**src/rtl/adder_pkg.sv**
```systemverilog
// Shared constants for the serial nibble adder.
// Holds the slice width and the FSM state encodings.
package adder_pkg;

    localparam int SLICE_W = 4;

    localparam logic [1:0] ST_IDLE = 2'd0;
    localparam logic [1:0] ST_ADD  = 2'd1;
    localparam logic [1:0] ST_DONE = 2'd2;

endpackage

```
**src/rtl/serial_nibble_adder_if.sv**
```systemverilog
// Operand and result handshake bundle for the serial nibble adder.
// The master drives operands and consumes results; the slave is the adder.
interface serial_nibble_adder_if #(
    parameter int WIDTH = 16
);

    logic             in_valid;
    logic             in_ready;
    logic [WIDTH-1:0] a;
    logic [WIDTH-1:0] b;
    logic             cin;
    logic             out_valid;
    logic             out_ready;
    logic [WIDTH-1:0] sum;
    logic             cout;

    modport master (
        output in_valid,
        input  in_ready,
        output a,
        output b,
        output cin,
        input  out_valid,
        output out_ready,
        input  sum,
        input  cout
    );

    modport slave (
        input  in_valid,
        output in_ready,
        input  a,
        input  b,
        input  cin,
        output out_valid,
        input  out_ready,
        output sum,
        output cout
    );

endinterface

```
**src/rtl/rca4_slice.sv**
```systemverilog
// Combinational 4-bit ripple-carry adder slice.
// Built from a chain of full adders, LSB first.
module rca4_slice
    import adder_pkg::*;
(
    input  logic [SLICE_W-1:0] a_i,
    input  logic [SLICE_W-1:0] b_i,
    input  logic               ci_i,
    output logic [SLICE_W-1:0] s_o,
    output logic               co_o
);

    logic [SLICE_W:0] c;

    assign c[0] = ci_i;

    for (genvar i = 0; i < SLICE_W; i++) begin : g_fa
        assign s_o[i]  = a_i[i] ^ b_i[i] ^ c[i];
        assign c[i+1]  = (a_i[i] & b_i[i]) |
                         (c[i] & (a_i[i] ^ b_i[i]));
    end

    assign co_o = c[SLICE_W];

endmodule

```
**src/rtl/serial_nibble_adder.sv**
```systemverilog
// Multi-cycle WIDTH-bit adder reusing one 4-bit ripple slice.
// One slice per cycle, LSBs first, carry held in a register.
module serial_nibble_adder
    import adder_pkg::*;
#(
    parameter int WIDTH = 16
) (
    input  logic                  clk,
    input  logic                  rst,
    serial_nibble_adder_if.slave  bus
);

    localparam int NSLICE = WIDTH / SLICE_W;
    localparam int IDX_W  = (NSLICE > 1) ? $clog2(NSLICE) : 1;
    localparam logic [IDX_W-1:0] IDX_LAST = IDX_W'(NSLICE - 1);

    if ((WIDTH % SLICE_W) != 0 || WIDTH < SLICE_W) begin : g_bad_width
        $error("serial_nibble_adder: WIDTH must be a multiple of 4 and >= 4");
    end

    logic [1:0]       state_q, state_d;
    logic [IDX_W-1:0] idx_q,   idx_d;
    logic             carry_q, carry_d;
    logic [WIDTH-1:0] a_q,     a_d;
    logic [WIDTH-1:0] b_q,     b_d;
    logic [WIDTH-1:0] acc_q,   acc_d;
    logic [WIDTH-1:0] sum_q,   sum_d;
    logic             cout_q,  cout_d;

    logic [SLICE_W-1:0] sl_a, sl_b, sl_s;
    logic               sl_co;
    logic [IDX_W+1:0]   sl_base;

    assign sl_base = {idx_q, 2'b00};
    assign sl_a    = a_q[sl_base +: SLICE_W];
    assign sl_b    = b_q[sl_base +: SLICE_W];

    rca4_slice u_slice (
        .a_i  (sl_a),
        .b_i  (sl_b),
        .ci_i (carry_q),
        .s_o  (sl_s),
        .co_o (sl_co)
    );

    // acc_q collects slices so sum stays stable until the full result lands
    always_comb begin
        state_d = state_q;
        idx_d   = idx_q;
        carry_d = carry_q;
        a_d     = a_q;
        b_d     = b_q;
        acc_d   = acc_q;
        sum_d   = sum_q;
        cout_d  = cout_q;
        case (state_q)
            ST_IDLE: begin
                if (bus.in_valid) begin
                    a_d     = bus.a;
                    b_d     = bus.b;
                    carry_d = bus.cin;
                    idx_d   = '0;
                    acc_d   = '0;
                    state_d = ST_ADD;
                end
            end
            ST_ADD: begin
                acc_d[sl_base +: SLICE_W] = sl_s;
                carry_d = sl_co;
                idx_d   = idx_q + IDX_W'(1);
                if (idx_q == IDX_LAST) begin
                    sum_d   = acc_d;
                    cout_d  = sl_co;
                    state_d = ST_DONE;
                end
            end
            ST_DONE: begin
                if (bus.out_ready) begin
                    state_d = ST_IDLE;
                end
            end
            default: state_d = ST_IDLE;
        endcase
    end

    always_ff @(posedge clk) begin
        if (rst) begin
            state_q <= ST_IDLE;
            idx_q   <= '0;
            carry_q <= 1'b0;
            a_q     <= '0;
            b_q     <= '0;
            acc_q   <= '0;
            sum_q   <= '0;
            cout_q  <= 1'b0;
        end else begin
            state_q <= state_d;
            idx_q   <= idx_d;
            carry_q <= carry_d;
            a_q     <= a_d;
            b_q     <= b_d;
            acc_q   <= acc_d;
            sum_q   <= sum_d;
            cout_q  <= cout_d;
        end
    end

    assign bus.in_ready  = (state_q == ST_IDLE);
    assign bus.out_valid = (state_q == ST_DONE);
    assign bus.sum       = sum_q;
    assign bus.cout      = cout_q;

endmodule

```
**src/flat_wrapper.sv**
```systemverilog
// flat-port wrapper written by rule: the top's interface ports become plain ports
module serial_nibble_adder_flat import adder_pkg::*;
#(
    parameter int WIDTH = 16
)
  (clk, rst, bus_in_valid, bus_in_ready, bus_a, bus_b, bus_cin, bus_out_valid, bus_out_ready, bus_sum, bus_cout);
  serial_nibble_adder_if #(.WIDTH(WIDTH)) bus_i ();
  input  logic clk;
  input  logic rst;
  input wire logic [$bits(bus_i.in_valid)-1:0] bus_in_valid;
  output wire logic [$bits(bus_i.in_ready)-1:0] bus_in_ready;
  input wire logic [$bits(bus_i.a)-1:0] bus_a;
  input wire logic [$bits(bus_i.b)-1:0] bus_b;
  input wire logic [$bits(bus_i.cin)-1:0] bus_cin;
  output wire logic [$bits(bus_i.out_valid)-1:0] bus_out_valid;
  input wire logic [$bits(bus_i.out_ready)-1:0] bus_out_ready;
  output wire logic [$bits(bus_i.sum)-1:0] bus_sum;
  output wire logic [$bits(bus_i.cout)-1:0] bus_cout;
  assign bus_i.in_valid = bus_in_valid;
  assign bus_in_ready = bus_i.in_ready;
  assign bus_i.a = bus_a;
  assign bus_i.b = bus_b;
  assign bus_i.cin = bus_cin;
  assign bus_out_valid = bus_i.out_valid;
  assign bus_i.out_ready = bus_out_ready;
  assign bus_sum = bus_i.sum;
  assign bus_cout = bus_i.cout;
  serial_nibble_adder #(.WIDTH(WIDTH)) u_core (.clk(clk), .rst(rst), .bus(bus_i));
endmodule
```
**config.mk**
```make
export PLATFORM = sky130hd
export DESIGN_NAME = serial_nibble_adder_flat
export DESIGN_NICKNAME = d
export VERILOG_FILES = /design/src/rtl/adder_pkg.sv /design/src/rtl/serial_nibble_adder_if.sv /design/src/rtl/rca4_slice.sv /design/src/rtl/serial_nibble_adder.sv /design/src/flat_wrapper.sv
export SDC_FILE = /design/constraint.sdc
export NUM_CORES = 1
export LEC_CHECK = 0
export CORE_MARGIN = 4
export CORE_UTILIZATION = 35
export CTS_BUF_LIST = sky130_fd_sc_hd__clkbuf_8
export DETAILED_ROUTE_END_ITERATION = 8
export GPL_TIMING_DRIVEN = 0
export SLEW_MARGIN = 20
export SYNTH_ARGS = -nofsm -noshare
export SYNTH_HDL_FRONTEND = slang
export SYNTH_SLANG_ARGS = --single-unit
```
**constraint.sdc**
```tcl
create_clock -name clk -period 4.3 [get_ports clk]
set_clock_uncertainty 0.05 [all_clocks]
set_input_delay 0.43 -clock clk [delete_from_list [all_inputs] [get_ports clk]]
set_output_delay 0.43 -clock clk [all_outputs]
set_load 0.03 [all_outputs]
```
==> results of run 1 <==
==> area by class of cell <==
class	instances	area share (%)
clock inverter	6	2.16
buffer	23	4.17
inverter	18	1.67
tap	108	3.34
timing repair buffer	55	13.6
sequential	70	34.6
clock buffer	9	3.06
multi-input combinational	223	37.4
==> registers in the layout, summed over array words and instances, names as in the netlist <==
name             flops
u_core.a_q          16
u_core.acc_q        16
u_core.b_q          16
u_core.bus.sum      16
u_core.idx_q         2
u_core.state_q       2
u_core.bus.cout      1
u_core.carry_q       1
==> metal layers <==
| metal | track usage, % | vias up | part of all wire (%) |
|---|---|---|---|
| met4 | 4.28 | 0 | 0.94 |
| met1 | 20.3 | 1223 | 44 |
| met3 | 3.92 | 9 | 6.7 |
| li1 | - | 1292 | - |
| met5 | 0 | - | 0 |
| met2 | 25.6 | 77 | 49 |
==> path summary, 6_finish.rpt <==
kind | startpoint | end | slack [ns]
max | u_core.idx_q[1] | u_core.acc_q[7] | 0.73
min | u_core.b_q[0] | u_core.b_q[0] | 0.40
max reg2reg | u_core.idx_q[1] | u_core.acc_q[7] | 0.73
min reg2reg | u_core.b_q[0] | u_core.b_q[0] | 0.40
==> stage by stage <==
step / worst slack, ns / hold slack (ns) / instance area (um^2) / util (%) / cells
floorplan: 1.19 / 0.383 / 3150 / - / 334
global placement: 0.765 / 0.391 / 3840 / 43.8 / 497
detailed placement: 0.756 / 0.397 / 3840 / 43.8 / 497
CTS: 0.723 / 0.407 / 4050 / 46.2 / 512
global route: 0.586 / 0.428 / 4050 / 46.2 / 512
finish: 0.731 / 0.404 / 4050 / 46.2 / 512
==> layout by cell type, fill, tap and decap left out, types with 2 or more instances in the layout <==
cell and n:
or3b_1 2, ha_1 6, clkbuf_1 2, bufinv_16 2
clkbuf_8 9, nor4bb_1 2, nor3_1 16, a32o_1 2
inv_1 19, a221oi_1 15, a21oi_1 37, buf_6 9
a22o_1 14, clkdlybuf4s50_1 55, clkinvlp_4 2, mux2_2 4
mux4_2 8, nor2_1 20, nand2_1 67, dfxtp_1 70
mux2i_1 2, and2_1 3, fa_1 4, nor2b_1 3
nand2b_1 2, buf_1 4, a21oi_2 2, a211oi_1 3
buf_2 6, buf_4 2
==> worst reg2reg max path, delay by kind of cell, from the launching register on <==
| kind | cells | cell delay [ns] |
|---|---|---|
| buffers and inverters | 5 | 0.78 |
| adder cells (fa/ha/maj) | 4 | 1.41 |
| multiplexers | 1 | 0.32 |
| flip-flops | 1 | 0.39 |
| AND/OR/NAND/NOR | 1 | 0.26 |
| AO/OA/AOI/OAI | 1 | 0.25 |
==> power groups by stage <==
| stage | Clock, mW | Combinational, mW | Sequential [mW] |
|---|---|---|---|
| floorplan | 0 | 0.126 | 0.697 |
| global placement | 0 | 0.200 | 0.698 |
| detailed placement | 0 | 0.203 | 0.699 |
| CTS | 0.587 | 0.204 | 0.684 |
| global route | 0.613 | 0.222 | 0.687 |
| finish | 0.578 | 0.203 | 0.684 |
==> cell families after synthesis <==
logic type | Yosys count
AND/OR/NAND/NOR | 124
AO/OA/AOI/OAI | 75
flip-flops | 70
buffers and inverters | 41
multiplexers | 14
adder cells (fa/ha/maj) | 10
==> impl_metrics.yaml, run 1 <==
route:
  routed-via-count: 2601
  routedWlPerCell_um: 15.2
  drt_iter0_markers: 113
  drt_first_pass_iters: 4
  drc: 0
  postRouteWirelength_um: 7760
  viasPerCell: 5.08
  postRouteAntennaNets: 0
sta:
  post-route-min-period_ns: 3.57
  hold_viol_final: 0
  fin_crit_sh_pct: 83.0
  max_freq_mhz: 280
  rsz0062_at_grt: "no"
  tightest_slew_ns: 0.641
  maxSlewViolCount: 0
  setup_viol: 0
  fin_setup_tns_ns: 0
  slew_headroom_pct: 57.2
yosys:
  ys_warn_count: 0
  seq_area_frac_synth_pct: 44.4
  synthSimpleGateAreaFrac_pct: 19.0
  synth_top_family_by_area: "simple AND/OR/NAND/NOR gates"
  yosys-top-cells-area: "dfxtp_1 44%, nand2_1 8.0%, a21oi_1 5.9%"
  syn_area_mm2: 0.00315
  syn_avg_cell_area_um2: 9.44
  synth_adder_area_share_pct: 4.92
  netlist_top_cells_count: "70 x dfxtp_1, 67 x nand2_1, 37 x a21oi_1"
  synth-compound-area-share_pct: 16.4
  ys.flop_type: "dfxtp_1"
  synth_top_area_share_pct: 44.4
  syn_nets: 381
  synth_cell_types: 37
  synth_most_common_cell: "dfxtp_1"
  synth.mux.area_fraction_pct: 7.78
  synth_edf_count: 0
  syn_inst: 334
  synth_top_cell_by_area: "dfxtp_1"
  synthXorXnorAreaFrac_pct: 0
  synth_seq_cells: 70
  async_reset_ff_share_pct: 0
power_and_ir_drop:
  p_clk_share_pct: 39.5
  combPwrFrac_pct: 13.8
  finalPower_mw: 1.47
  powerDensity_mw_per_mm2: 362
  p_int_mw: 1.09
  switching_share_pct: 25.6
  sequentialPowerShare_pct: 46.7
  cellLeakagePower_nw: 1.55
  netSwitchingPower_uw: 376
  ir_worst_vdd_v: 0.000149
grt:
  grt_max_degree: 13
  track_usage_pct: 15.6
  antenna_found_initial: 0
  grt_pass1_vias: 2574
  grt_overflow: 0
  grt_pass1_wl_um: 12700
clocking:
  path_clk_slew_ns: 0.08
  htree_levels: 3
  postCtsHoldBufs: 0
  root_buffer: "clkbuf_8"
  insertion_delay_ns: 0.34
  cts_inserted_buffers: 9
  clk_path_buf_depth: 2
  cts_tree: "yes"
  cts_setup_buffers: 0
  cts_sinks: 70
  ctsResizeCount: 0
layout:
  multi_input_area_mm2: 0.00152
  fillCellCount: 889
  syn_to_final_growth_pct: 28.5
  antenna_cells: 0
  finalNetCount: 447
  post_route_cells_drive_above_1_share_pct: 12.6
  seqCellArea_mm2: 0.00140
setup_path:
  cp.arrival_ns: 3.76
  worst_setup_path_start_kind: "flip-flop"
  cp_top_family: "adder cells"
  worstSetupPathType: "flip-flop to flip-flop"
  worst_r2r_path_depth: 12
  end_kind: "flip-flop"
  worst-path-stages: 12
  crit_chain: "clkbuf_1, mux4_2, inv_1, fa_1, inv_1, fa_1, inv_1, fa_1, inv_1, fa_1, and2_1, a22o_1"
  worstPathRequired_ns: 4.49
  path_buf_inv: 5
  crit_fanout: 10
  max_stage_delay_ns: 0.52
  cpMaxStageDelayCell: "clkbuf_1"
place:
  port-buffer-count: 55
  gp_congestion: 0.807
  place_hpwl_um: 5690
worst_hold_path:
  whs_path_depth: 2
  holdCritPathClass: "flip-flop to flip-flop"
run_status:
  status: "finished clean"
die:
  core_mm2: 0.00876
  dieArea_mm2: 0.0106
  die_y_um: 103
  rows: 34
  die_w_um: 103
  ioPinCount: 56
  start_util_pct: 36.0
flow_run:
  maxCapViolations: 0
(Power assumes the default switching activity.)
==> run 2, diff against run 1 <==
==> constraint.sdc (replaced) <==
create_clock -name clk -period 3.65 [get_ports clk]
set_clock_uncertainty 0.05 [all_clocks]
set_input_delay 0.365 -clock clk [delete_from_list [all_inputs] [get_ports clk]]
set_output_delay 0.365 -clock clk [all_outputs]
set_load 0.03 [all_outputs]
==> run 2 against run 1 <==
Via count down 0.42%. Die area did not move. Setup slack got worse by 0.59 ns. Clock power increased by 18%. Highest routed layer unchanged. Sequential share of layout area barely moved. Critical endpoint is now u_core.acc_q[3]. Worst hold slack about the same. Non-clock buffer count is the same.
==> impl_metrics.yaml, run 2 (synthesis results as in run 1) <==
run_status:
  status: "finished clean"
layout:
  seqCellArea_mm2: 0.00140
  antenna_cells: 0
  final_common_cell: "dfxtp_1"
  multi_input_area_mm2: 0.00152
  post_route_cells_drive_above_1_share_pct: 12.9
  finalNetCount: 447
  fin_cells: 512
  syn_to_final_growth_pct: 28.5
  final_cell_mix: "70 x dfxtp_1, 67 x nand2_1, 55 x clkdlybuf4s50_1, 37 x a21oi_1, 20 x nor2_1"
  fillCellCount: 889
sta:
  tightest_slew_ns: 0.542
  max_freq_mhz: 285
  fin_crit_sh_pct: 96.0
  post-route-min-period_ns: 3.51
  maxSlewViolCount: 0
  rsz0062_at_grt: "no"
  slew_headroom_pct: 63.9
  fin_setup_tns_ns: 0
  setup_viol: 0
  hold_viol_final: 0
setup_path:
  worstSetupPathType: "flip-flop to flip-flop"
  worst-path-stages: 12
  worst_setup_path_start_kind: "flip-flop"
  end_kind: "flip-flop"
  r2r_start: "u_core.idx_q[0]"
  cp_top_family: "adder cells"
  crit_chain: "buf_4, mux4_2, inv_1, fa_1, inv_1, fa_1, inv_1, fa_1, inv_1, fa_1, and2_1, a22o_1"
  cp.arrival_ns: 3.69
  path_buf_inv: 5
  rr_endpoint: "u_core.acc_q[3]"
  worstPathRequired_ns: 3.83
  crit_fanout: 10
  cpMaxStageDelayCell: "fa_1"
  r2r_slack_ns: 0.14
  worst_r2r_path_depth: 12
  max_stage_delay_ns: 0.57
clocking:
  cts_inserted_buffers: 9
  root_buffer: "clkbuf_8"
  cts_sinks: 70
  htree_levels: 3
  path_clk_slew_ns: 0.07
  postCtsHoldBufs: 0
  cts_tree: "yes"
  cts_setup_buffers: 0
  ctsResizeCount: 0
  clk_path_buf_depth: 2
  insertion_delay_ns: 0.34
grt:
  grt_overflow: 0
  antenna_found_initial: 0
  grt_pass1_wl_um: 12700
  grt_pass1_vias: 2574
  track_usage_pct: 15.6
  grt_max_degree: 13
place:
  gp_congestion: 0.807
  placed_cells: 497
  port-buffer-count: 55
  place_hpwl_um: 5690
route:
  routedWlPerCell_um: 15.1
  drt_iter0_markers: 110
  drt_first_pass_iters: 4
  postRouteWirelength_um: 7740
  viasPerCell: 5.06
  routed-via-count: 2590
  postRouteAntennaNets: 0
  drc: 0
power_and_ir_drop:
  powerDensity_mw_per_mm2: 426
  cellLeakagePower_nw: 1.55
  ir_worst_vdd_v: 0.000174
worst_hold_path:
  holdCritPathClass: "flip-flop to flip-flop"
  whs_path_depth: 2
  min_from: "u_core.b_q[0]"
  min_to: "u_core.b_q[0]"
die:
  die_w_um: 103
  dieArea_mm2: 0.0106
  rows: 34
  start_util_pct: 36.0
  core_mm2: 0.00876
  ioPinCount: 56
  die_y_um: 103
flow_run:
  maxCapViolations: 0
run 2: worst reg2reg max path: cells and delay by family, from the launching register on:
family / cells / cell delay [ns]
AOI/OAI and AO/OA: 1 / 0.25
and+or+nand+nor: 1 / 0.26
muxes: 1 / 0.52
buffers and inverters: 5 / 0.55
adders and majority gates: 4 / 1.23
DFF: 1 / 0.54
run 2: cell type report:
type                            count  share of cell area, %
Multi-Input combinational cell    223                   37.4
Sequential cell                    70                   34.6
Tap cell                          108                   3.34
Inverter                           18                   1.67
Clock buffer                        9                   3.06
Timing Repair Buffer               55                   13.6
Clock inverter                      6                   2.16
Buffer                             23                   4.20
run 2: metrics by stage:
stage                     util (%)  hold slack [ns]  worst slack, ns  cell area (um^2)  power (mW)
after detailed placement      43.8            0.397            0.106              3840        1.06
after global placement        43.8            0.391            0.115              3840        1.06
after CTS                     46.2            0.407           0.0728              4050        1.74
after floorplan                  -            0.383            0.539              3150       0.969
after global routing          46.2            0.428           0.0206              4050        1.79
final                         46.2            0.405            0.144              4050        1.72
run 2: worst max-delay path by stage:
stage	startpoint	end	slack [ns]
floorplan	u_core.idx_q[0]	u_core.acc_q[3]	0.54
global placement	u_core.idx_q[1]	u_core.acc_q[7]	0.12
detailed placement	u_core.idx_q[1]	u_core.acc_q[3]	0.11
global route	u_core.idx_q[0]	u_core.acc_q[7]	0.02
finish	u_core.idx_q[0]	u_core.acc_q[3]	0.14
CTS	u_core.idx_q[1]	u_core.acc_q[3]	0.07
run 2: power breakdown:
group	total (mW)	internal, mW	switching (mW)
registers	0.806	0.790	0.0167
logic	0.238	0.113	0.125
clock network	0.680	0.381	0.299
run 2: metal layers:
layer / up-vias / global-route usage (%) / routed length (um)
li1: 1292 / - / -
met1: 1218 / 20.3 / 3520
met2: 73 / 25.6 / 3730
met3: 7 / 3.92 / 422
met4: 0 / 4.28 / 67
met5: - / 0 / 0
==> edit (settings of run 2) <==
`WIDTH` is set to 16 in 3 places; all go to 32.
--- a/src/rtl/serial_nibble_adder_if.sv
+++ b/src/rtl/serial_nibble_adder_if.sv
@@ -1,7 +1,7 @@
 // Operand and result handshake bundle for the serial nibble adder.
 // The master drives operands and consumes results; the slave is the adder.
 interface serial_nibble_adder_if #(
-    parameter int WIDTH = 16
+    parameter int WIDTH = 32
 );
 
     logic             in_valid;
--- a/src/rtl/serial_nibble_adder.sv
+++ b/src/rtl/serial_nibble_adder.sv
@@ -3,7 +3,7 @@
 module serial_nibble_adder
     import adder_pkg::*;
 #(
-    parameter int WIDTH = 16
+    parameter int WIDTH = 32
 ) (
     input  logic                  clk,
     input  logic                  rst,
--- a/src/flat_wrapper.sv
+++ b/src/flat_wrapper.sv
@@ -1,7 +1,7 @@
 // flat-port wrapper written by rule: the top's interface ports become plain ports
 module serial_nibble_adder_flat import adder_pkg::*;
 #(
-    parameter int WIDTH = 16
+    parameter int WIDTH = 32
 )
   (clk, rst, bus_in_valid, bus_in_ready, bus_a, bus_b, bus_cin, bus_out_valid, bus_out_ready, bus_sum, bus_cout);
   serial_nibble_adder_if #(.WIDTH(WIDTH)) bus_i ();
Ports: changed (resized bus_a, bus_b and bus_sum); port bits go from 56 to 104. The function was not compared with the original's and may differ.
==> edit against run 2 <==
  * Largest cell class unchanged
  * Combinational power grew 83%
  * Area after synthesis grew 91%
  * First-iteration DRC count grew 140%
  * Clock power grew 93%
  * Count of clock-buffer cells in the layout grew 9
  * Critical endpoint is now u_core.bus.sum[27]$_SDFFE_PP0P_
  * Sequential cell count grew 65
  * Worst setup slack lost 0.013 ns
  * Power grew 91%
  * Wire length grew 120%
  * Global-route usage grew 2.0 points
  * Worst hold slack lost 0.0075 ns
  * Cell area grew 94%
==> edit: results (changes against run 2) <==
\begin{tabular}{lr}
\hline
Metric & Value \\
\hline
\multicolumn{2}{l}{\textbf{Synthesis}} \\
\quad Ranking of synthesized cells by instance count & sky130\_fd\_sc\_hd\_\_nand2\_1 (155), sky130\_fd\_sc\_hd\_\_dfxtp\_1 (135), sky130\_fd\_sc\_hd\_\_a21oi\_1 (72), sky130\_fd\_sc\_hd\_\_mux2i\_1 (30), sky130\_fd\_sc\_hd\_\_inv\_1 (26) (was sky130\_fd\_sc\_hd\_\_dfxtp\_1 (70), sky130\_fd\_sc\_hd\_\_nand2\_1 (67), sky130\_fd\_sc\_hd\_\_a21oi\_1 (37), sky130\_fd\_sc\_hd\_\_nor2\_1 (20), sky130\_fd\_sc\_hd\_\_inv\_1 (18)) \\
\quad Synth top area cells & sky130\_fd\_sc\_hd\_\_dfxtp\_1 (45\%), sky130\_fd\_sc\_hd\_\_nand2\_1 (9.7\%), sky130\_fd\_sc\_hd\_\_a21oi\_1 (6.0\%) (was sky130\_fd\_sc\_hd\_\_dfxtp\_1 (44\%), sky130\_fd\_sc\_hd\_\_nand2\_1 (8.0\%), sky130\_fd\_sc\_hd\_\_a21oi\_1 (5.9\%)) \\
\quad Fraction of synthesized area in multiplexers & 0.113 (was 0.0778) \\
\quad Distinct cell type count after synthesis & 49 (was 37) \\
\quad Post-synthesis adder-cell area fraction & 0.0216 (was 0.0492) \\
\quad Mapped Cells & 663 (was 334) \\
\quad Compound-cell area share of the yosys netlist & 0.155 (was 0.164) \\
\quad Post-synthesis sequential area ratio & 0.448 (was 0.444) \\
\multicolumn{2}{l}{\textbf{Outcome}} \\
\quad Status & finished clean (unchanged) \\
\multicolumn{2}{l}{\textbf{Global routing}} \\
\quad Vias in the first global route & 5,242 (was 2,574) \\
\quad First-pass GRT wire length & 27,100 µm (was 12,700 µm) \\
\quad Met1 track demand over resource & 0.226 (was 0.203) \\
\quad Pin count of the biggest net entering global routing & 17 (was 13) \\
\quad Global router's overall resource usage & 0.176 (was 0.156) \\
\multicolumn{2}{l}{\textbf{Placed design}} \\
\quad Routability congestion estimate & 0.854 (was 0.807) \\
\quad Cell count after placement & 986 (was 497) \\
\quad Setup Slack @ Placement & -0.704 ns (was 0.106 ns) \\
\quad Count of buffers from port buffering & 103 (was 55) \\
\multicolumn{2}{l}{\textbf{Cells and area}} \\
\quad Share of layout cells above drive strength 1 & 0.136 (was 0.129) \\
\multicolumn{2}{l}{\textbf{Min path}} \\
\quad Worst hold path class & in -> reg (was reg -> reg) \\
\multicolumn{2}{l}{\textbf{Route}} \\
\quad Detailed-route wire length per cell & 16.5 µm (was 15.1 µm) \\
\quad Routed via count divided by cell count & 5.07 (was 5.06) \\
\multicolumn{2}{l}{\textbf{Clocking}} \\
\quad H-tree levels & 4 (was 3) \\
\quad Insertion delay of the later-clocked pin in the worst-skew pair & 0.46 ns (was 0.34 ns) \\
\quad Resize count post-CTS & 13 (was 0) \\
\quad Num CTS Buffers & 17 (was 9) \\
\hline
\end{tabular}
edit: cell types whose count changed after synthesis, sizes merged, moves of 15 or more:
cell,run 2,this run
a21oi,39,74
a221oi,15,0
clkbuf,2,23
dfxtp,70,135
mux2i,2,30
nand2,67,155
nand3b,1,24
nor3,16,1
o32ai,0,18
edit: area by class of cell:
type	instances	area [µm²]
Clock inverter	14	174
Sequential cell	135	2710
Tap cell	220	275
Fill cell	1605	8910
Inverter	27	101
Clock buffer	18	248
Multi-Input combinational cell	449	2990
Timing Repair Buffer	106	1050
Buffer	52	294
edit: critical path, delay by kind of cell, from the launching register on:
kind | cells | cell delay, ns
buf+inv | 4 | 0.35
fa+ha+maj | 4 | 1.31
simple gates | 1 | 0.13
compound gates | 1 | 0.40
mux | 2 | 0.76
flops | 1 | 0.40
edit: final timing paths:
| check | startpoint | end | slack [ns] | cells after the start |
|---|---|---|---|---|
| min | bus_a[21] | u_core.a_q[21]$_SDFFE_PP0P_ | 0.40 | 3 |
| min reg2reg | u_core.a_q[29]$_SDFFE_PP0P_ | u_core.a_q[29]$_SDFFE_PP0P_ | 0.40 | 2 |
| max | u_core.idx_q[0]$_SDFFE_PP0P_ | u_core.bus.sum[27]$_SDFFE_PP0P_ | 0.13 | 12 |
| max reg2reg | u_core.idx_q[0]$_SDFFE_PP0P_ | u_core.bus.sum[27]$_SDFFE_PP0P_ | 0.13 | 12 |
edit: metal layers:
metal | routed length, µm | part of all wire
met5 | 0 | 0
met4 | 270 | 0.016
met3 | 1060 | 0.063
met2 | 7920 | 0.47
met1 | 7590 | 0.45
edit: power breakdown:
group          internal, µW  switching [µW]
combinational           196             239
clock                   698             611
sequential             1520            26.2
